**config.mk**
```make
export PLATFORM = sky130hd
export DESIGN_NAME = issue_scoreboard
export DESIGN_NICKNAME = d
export VERILOG_FILES = /design/src/rtl/issue_scoreboard_pkg.sv /design/src/rtl/issue_scoreboard_sb_entry.sv /design/src/rtl/issue_scoreboard.sv
export SDC_FILE = /design/constraint.sdc
export NUM_CORES = 1
export LEC_CHECK = 0
export ABC_CLOCK_PERIOD_IN_PS = 2500
export CAP_MARGIN = 20
export CORE_UTILIZATION = 44
export DETAILED_ROUTE_END_ITERATION = 10
export PLACE_DENSITY = 0.81
export SLEW_MARGIN = 20
export SYNTH_ARGS = -nofsm -noshare
export SYNTH_HDL_FRONTEND = slang
export SYNTH_HIERARCHICAL = 1
export SYNTH_SLANG_ARGS = --single-unit
```
**constraint.sdc**
```tcl
create_clock -name clk -period 2.5 [get_ports clk]
set_clock_uncertainty 0.2 [all_clocks]
set_input_delay 0.25 -clock clk [delete_from_list [all_inputs] [get_ports clk]]
set_output_delay 0.25 -clock clk [all_outputs]
set_load 0.005 [all_outputs]
```
**src/rtl/issue_scoreboard_pkg.sv**
```systemverilog
// Shared ISA constants and scoreboard types for the WISC decode-stage issue controller.
package issue_scoreboard_pkg;

    localparam logic [15:0] NOP_INSTR       = 16'h0800;
    localparam int          NUM_GPR         = 8;
    localparam int          GPR_W           = 3;
    localparam int          WB_DIST_DEFAULT = 3;
    localparam int          CNT_W_DEFAULT   = 3;

    typedef logic [GPR_W-1:0]   gpr_idx_t;
    typedef logic [NUM_GPR-1:0] gpr_vec_t;

    // A source operand is blocked only if the instruction actually reads it.
    function automatic logic reads_busy(input logic used, input gpr_vec_t busy, input gpr_idx_t idx);
        return used & busy[idx];
    endfunction

endpackage

```
**src/rtl/issue_scoreboard_sb_entry.sv**
```systemverilog
// One scoreboard entry: cycles remaining until a pending GPR write becomes readable.
module sb_entry
    import issue_scoreboard_pkg::*;
#(
    parameter int WB_DIST = WB_DIST_DEFAULT,
    parameter int CNT_W   = CNT_W_DEFAULT
) (
    input  logic             clk,
    input  logic             rst,
    input  logic             load,
    input  logic             hold,
    output logic             busy,
    output logic [CNT_W-1:0] count
);

    localparam logic [CNT_W-1:0] LOAD_VAL = CNT_W'(WB_DIST);

    // A reload wins over the decrement so a WAW rewrite restarts the full distance.
    always_ff @(posedge clk) begin
        if (rst) begin
            count <= '0;
        end else if (hold) begin
            count <= count;
        end else if (load) begin
            count <= LOAD_VAL;
        end else if (count != '0) begin
            count <= count - 1'b1;
        end
    end

    assign busy = (count != '0);

endmodule

```
**src/rtl/issue_scoreboard.sv**
```systemverilog
// Decode-stage issue controller: per-GPR countdown scoreboard deciding issue, bubble or squash.
module issue_scoreboard
    import issue_scoreboard_pkg::*;
#(
    parameter int WB_DIST = WB_DIST_DEFAULT,
    parameter int CNT_W   = CNT_W_DEFAULT
) (
    input  logic        clk,
    input  logic        rst,
    input  logic        id_valid,
    input  logic [15:0] id_instr,
    input  logic        id_rs_used,
    input  logic [2:0]  id_rs,
    input  logic        id_rt_used,
    input  logic [2:0]  id_rt,
    input  logic        id_wr_en,
    input  logic [2:0]  id_wr_reg,
    input  logic        mem_stall,
    input  logic        flush,
    output logic        stall,
    output logic        issue,
    output logic [15:0] ex_instr,
    output logic [7:0]  busy_vec,
    output logic [15:0] stall_cycles
);

    gpr_vec_t         busy;
    logic [CNT_W-1:0] count [NUM_GPR];
    logic             hz;

    // Handshake: issue is the valid toward ID/EX (it takes ex_instr every edge, NOP when
    // issue=0); stall is not-ready back toward IF/ID; mem_stall freezes both sides at once.
    assign hz       = reads_busy(id_rs_used, busy, id_rs) | reads_busy(id_rt_used, busy, id_rt);
    assign stall    = id_valid &  hz & ~flush & ~mem_stall;
    assign issue    = id_valid & ~hz & ~flush & ~mem_stall;
    assign ex_instr = issue ? id_instr : NOP_INSTR;

    for (genvar g = 0; g < NUM_GPR; g++) begin : g_entry
        sb_entry #(
            .WB_DIST(WB_DIST),
            .CNT_W  (CNT_W)
        ) u_entry (
            .clk  (clk),
            .rst  (rst),
            .load (issue & id_wr_en & (id_wr_reg == GPR_W'(g))),
            .hold (mem_stall),
            .busy (busy[g]),
            .count(count[g])
        );
        assign busy_vec[g] = (count[g] != '0);
    end

    always_ff @(posedge clk) begin
        if (rst) begin
            stall_cycles <= '0;
        end else if (stall && (stall_cycles != 16'hFFFF)) begin
            stall_cycles <= stall_cycles + 16'd1;
        end
    end

endmodule

```
==> impl_metrics.json <==
{
  "die_x_um": 80.4,
  "drv_slew": 0,
  "synth_area_per_cell_sq_um": 8.37,
  "ioPinCount": 75,
  "die_area_sq_um": 6470,
  "hold_viol": 0,
  "synth_edf_count": 0,
  "final.period_utilization_pct": 125,
  "status": "complete, but fails checks",
  "startpoint_type": "flop",
  "r2r-start": "g_entry[5].u_entry/count[0]",
  "overflow": 0,
  "power.switching_fraction_pct": 36.5,
  "syn-cell-area_sq_um": 2710,
  "gr-max-usage-layer": "met2",
  "reg2reg_depth": 14,
  "synth_top_area_share_pct": 29.6,
  "syn_nets": 373,
  "crit_slowest_cell": "a221oi_4",
  "drv_cap": 0,
  "p_leak_nw": 1.91,
  "met1_usage_pct": 27.8,
  "synth_seq_cells": 40,
  "wl_per_cell_um": 18.3,
  "fmax_ghz": 0.320,
  "worst_slack_ps": -621,
  "clk_latency_ps": 290,
  "num-fill-cells": 375,
  "fin_area_sq_um": 4650,
  "synth-seq-area-share_pct": 29.6,
  "routed_via_density": 5.84,
  "layout_min_cycle_time_ps": 3120,
  "clk_pin_slew_ps": 80,
  "finalNetCount": 536,
  "cts.sinks": 40,
  "cpPeakStageDelay_ps": 410,
  "path_max_fanout": 4,
  "grtUsageMet2_pct": 56.9,
  "min_path_type": "flop to flop",
  "path_common_cell": "buf_6",
  "worstPathCellList": "inv_2, ha_4, nand2b_4, mux2_4, a22oi_2, nand2_2, a221oi_4, buf_6, buf_6, nand3b_1, nor3_2, nor2_1, o21ai_1, a21oi_1",
  "fp.coreArea_sq_um": 5920,
  "synth_common_cells": "dfxtp_1 (40), nor2_1 (23), nand2_1 (22), a21oi_1 (21), inv_1 (19)",
  "row_count": 28,
  "cts_tree": "done",
  "synth_cells": 323,
  "p_clk_share_pct": 12.6,
  "worstPathRequired_ps": 2460,
  "portBuffers": 74,
  "drive_above_1_share_pct": 42.1,
  "critPathKind": "flop to flop",
  "grt_pass1_vias": 3242,
  "yosysMostFrequentCell": "dfxtp_1",
  "ant_nets": 0,
  "synthArstFlopShare_pct": 0,
  "routed_wl_um": 10300,
  "hold_path_end": "g_entry[3].u_entry/count[1]",
  "violations": "negative setup slack",
  "floorplan.initialDensity_pct": 45.7,
  "internal_power_mw": 2.30,
  "syn_to_final_growth_pct": 71.8,
  "hp-start": "g_entry[3].u_entry/count[1]",
  "dp_hpwl_um": 5970,
  "grtUsageMet3_pct": 5.11,
  "yosys.cell_types.count": 40,
  "die_h_um": 80.4,
  "via_count": 3282,
  "antenna_cells": 0,
  "synth_top_area_cell": "dfxtp_1",
  "r2r_end": "g_entry[0].u_entry/count[2]",
  "clock-root-buffer": "clkbuf_8",
  "ys.flop_type": "dfxtp_1",
  "tightest_slew_ps": 555,
  "finalPower_mw": 3.61,
  "whs_path_depth": 1,
  "post-route-drc-count": 0,
  "grt_max_degree": 25,
  "grt_pass1_wl_um": 14300,
  "antenna_found_initial": 0,
  "max_slew_margin_pct": 62.9,
  "post-route-util_pct": 78.5,
  "cp.arrival_ps": 3090,
  "clock_path_buffers": 2,
  "finalSetupViolations": 50,
  "cts_buffers": 5,
  "end_kind": "flop",
  "share_seq_of_total_power_pct": 23.5,
  "synth_area_leaders": "dfxtp_1 (30%), ha_1 (7.9%), o21a_1 (4.7%), nand2b_4 (4.1%), a31oi_1 (3.9%)",
  "power_switching_mw": 1.32,
  "peakVddDrop_uv": 474,
  "cts_max_level": 2,
  "whs_ps": 287,
  "rsz0062_at_grt": "true",
  "placed_area_sq_um": 4060,
  "fin_tns_setup_ps": -21480,
  "reg2reg_slack_ps": -620,
  "gp_congestion": 0.841,
  "drtIter0Drc": 207,
  "track_usage_pct": 28.6,
  "dr.pass1.iters": 6,
  "ys.warnings.count": 6,
  "power_density_nw_per_um2": 777,
  "combPwrFrac_pct": 64.0
}
[what timing repair did]
| item | in CTS | in global routing |
|---|---|---|
| gates cloned | 2 | 2 |
| hold buffers | 0 | 0 |
| setup buffers | 14 | 13 |
| pin swaps | 38 | 27 |
| endpoints found under the hold margin | 0 | 0 |
| endpoints found under the setup margin | 53 | 55 |
| resized for setup | 126 | 42 |
[power by group through the flow]
| stage | registers (mW) | clock network (mW) | logic, mW |
|---|---|---|---|
| global route | 0.865 | 0.491 | 2.46 |
| global placement | 0.835 | 0 | 1.87 |
| detailed placement | 0.843 | 0 | 1.95 |
| floorplan | 0.845 | 0 | 1.00 |
| CTS | 0.834 | 0.463 | 2.09 |
| finish | 0.847 | 0.455 | 2.31 |
[per-layer routing]
layer,routed length (um),share of wire (%)
met3,883,8.6
met5,0,0
met1,3640,35
met4,559,5.4
met2,5230,51
[flip-flops by register name, indices dropped and copies added, names as in the netlist]
name and cells:
g_entry.u_entry/count 24, stall_cycles 16
[cell usage in the layout, fill, tap and decap left out, types with 5 or more instances in the layout]
cell	instances
ha_1	9
buf_2	6
o21a_1	17
or4_1	9
nand3_1	9
inv_1	11
clkdlybuf4s50_1	56
dfxtp_1	30
nor2_2	7
nor2_1	13
o31ai_1	7
a31oi_1	17
buf_4	69
and2_1	5
clkbuf_8	6
inv_2	9
and2_4	11
o21ai_1	7
or3_1	10
dfxtp_2	10
buf_6	29
nand2_1	19
nand2b_4	9
a21oi_1	19
nor3b_1	9
o21ba_1	5
[stage by stage]
stage	setup WS, ps	cells
global placement	-446	525
detailed placement	-554	525
global route	-705	562
finish	-621	562
CTS	-391	549
floorplan	0.0684	323
[final cells by class]
cell class              count  area [sq um]  share of cell area (%)
well taps                  75          93.8                    2.02
inverters                  20          75.1                    1.62
clock inverters             1          7.51                   0.162
repair buffers            164          1500                    32.3
flip-flops and latches     40           813                    17.5
clock buffers               7          86.3                    1.86
multi-input cells         255          2070                    44.6
[critical path: cells and delay by family, from the launching register on]
family | cells | cell delay (ps)
AO/OA/AOI/OAI | 4 | 1000
adder cells (fa/ha/maj) | 1 | 150
buffers and inverters | 3 | 360
flip-flops | 1 | 340
multiplexers | 1 | 260
AND/OR/NAND/NOR | 5 | 680
[worst max path at each step]
| stage | start | to | slack, ps | cells past startpoint |
|---|---|---|---|---|
| global route | g_entry[5].u_entry/count[0] | g_entry[0].u_entry/count[0] | -700 | 14 |
| CTS | g_entry[4].u_entry/count[0] | g_entry[2].u_entry/count[0] | -390 | 14 |
| finish | g_entry[5].u_entry/count[0] | g_entry[0].u_entry/count[2] | -620 | 14 |
| global placement | id_rs[0] | ex_instr[4] | -450 | 8 |
| detailed placement | id_rs[0] | g_entry[0].u_entry/count[0] | -550 | 11 |
| floorplan | g_entry[0].u_entry/count[1] | g_entry[3].u_entry/count[0] | 0.07 | 13 |
[logic make-up (layout without fill, tap and decap cells)]
logic type / count (synthesis) / count (layout) / share of synthesized area, %
flops: 40 / 40 / 29.6
compound gates: 91 / 91 / 22.7
simple gates: 138 / 138 / 31.6
buf+inv: 28 / 192 / 4.67
fa+ha+maj: 17 / 17 / 7.86
mux: 9 / 9 / 3.56
Power figures use the tool's default switching activity.
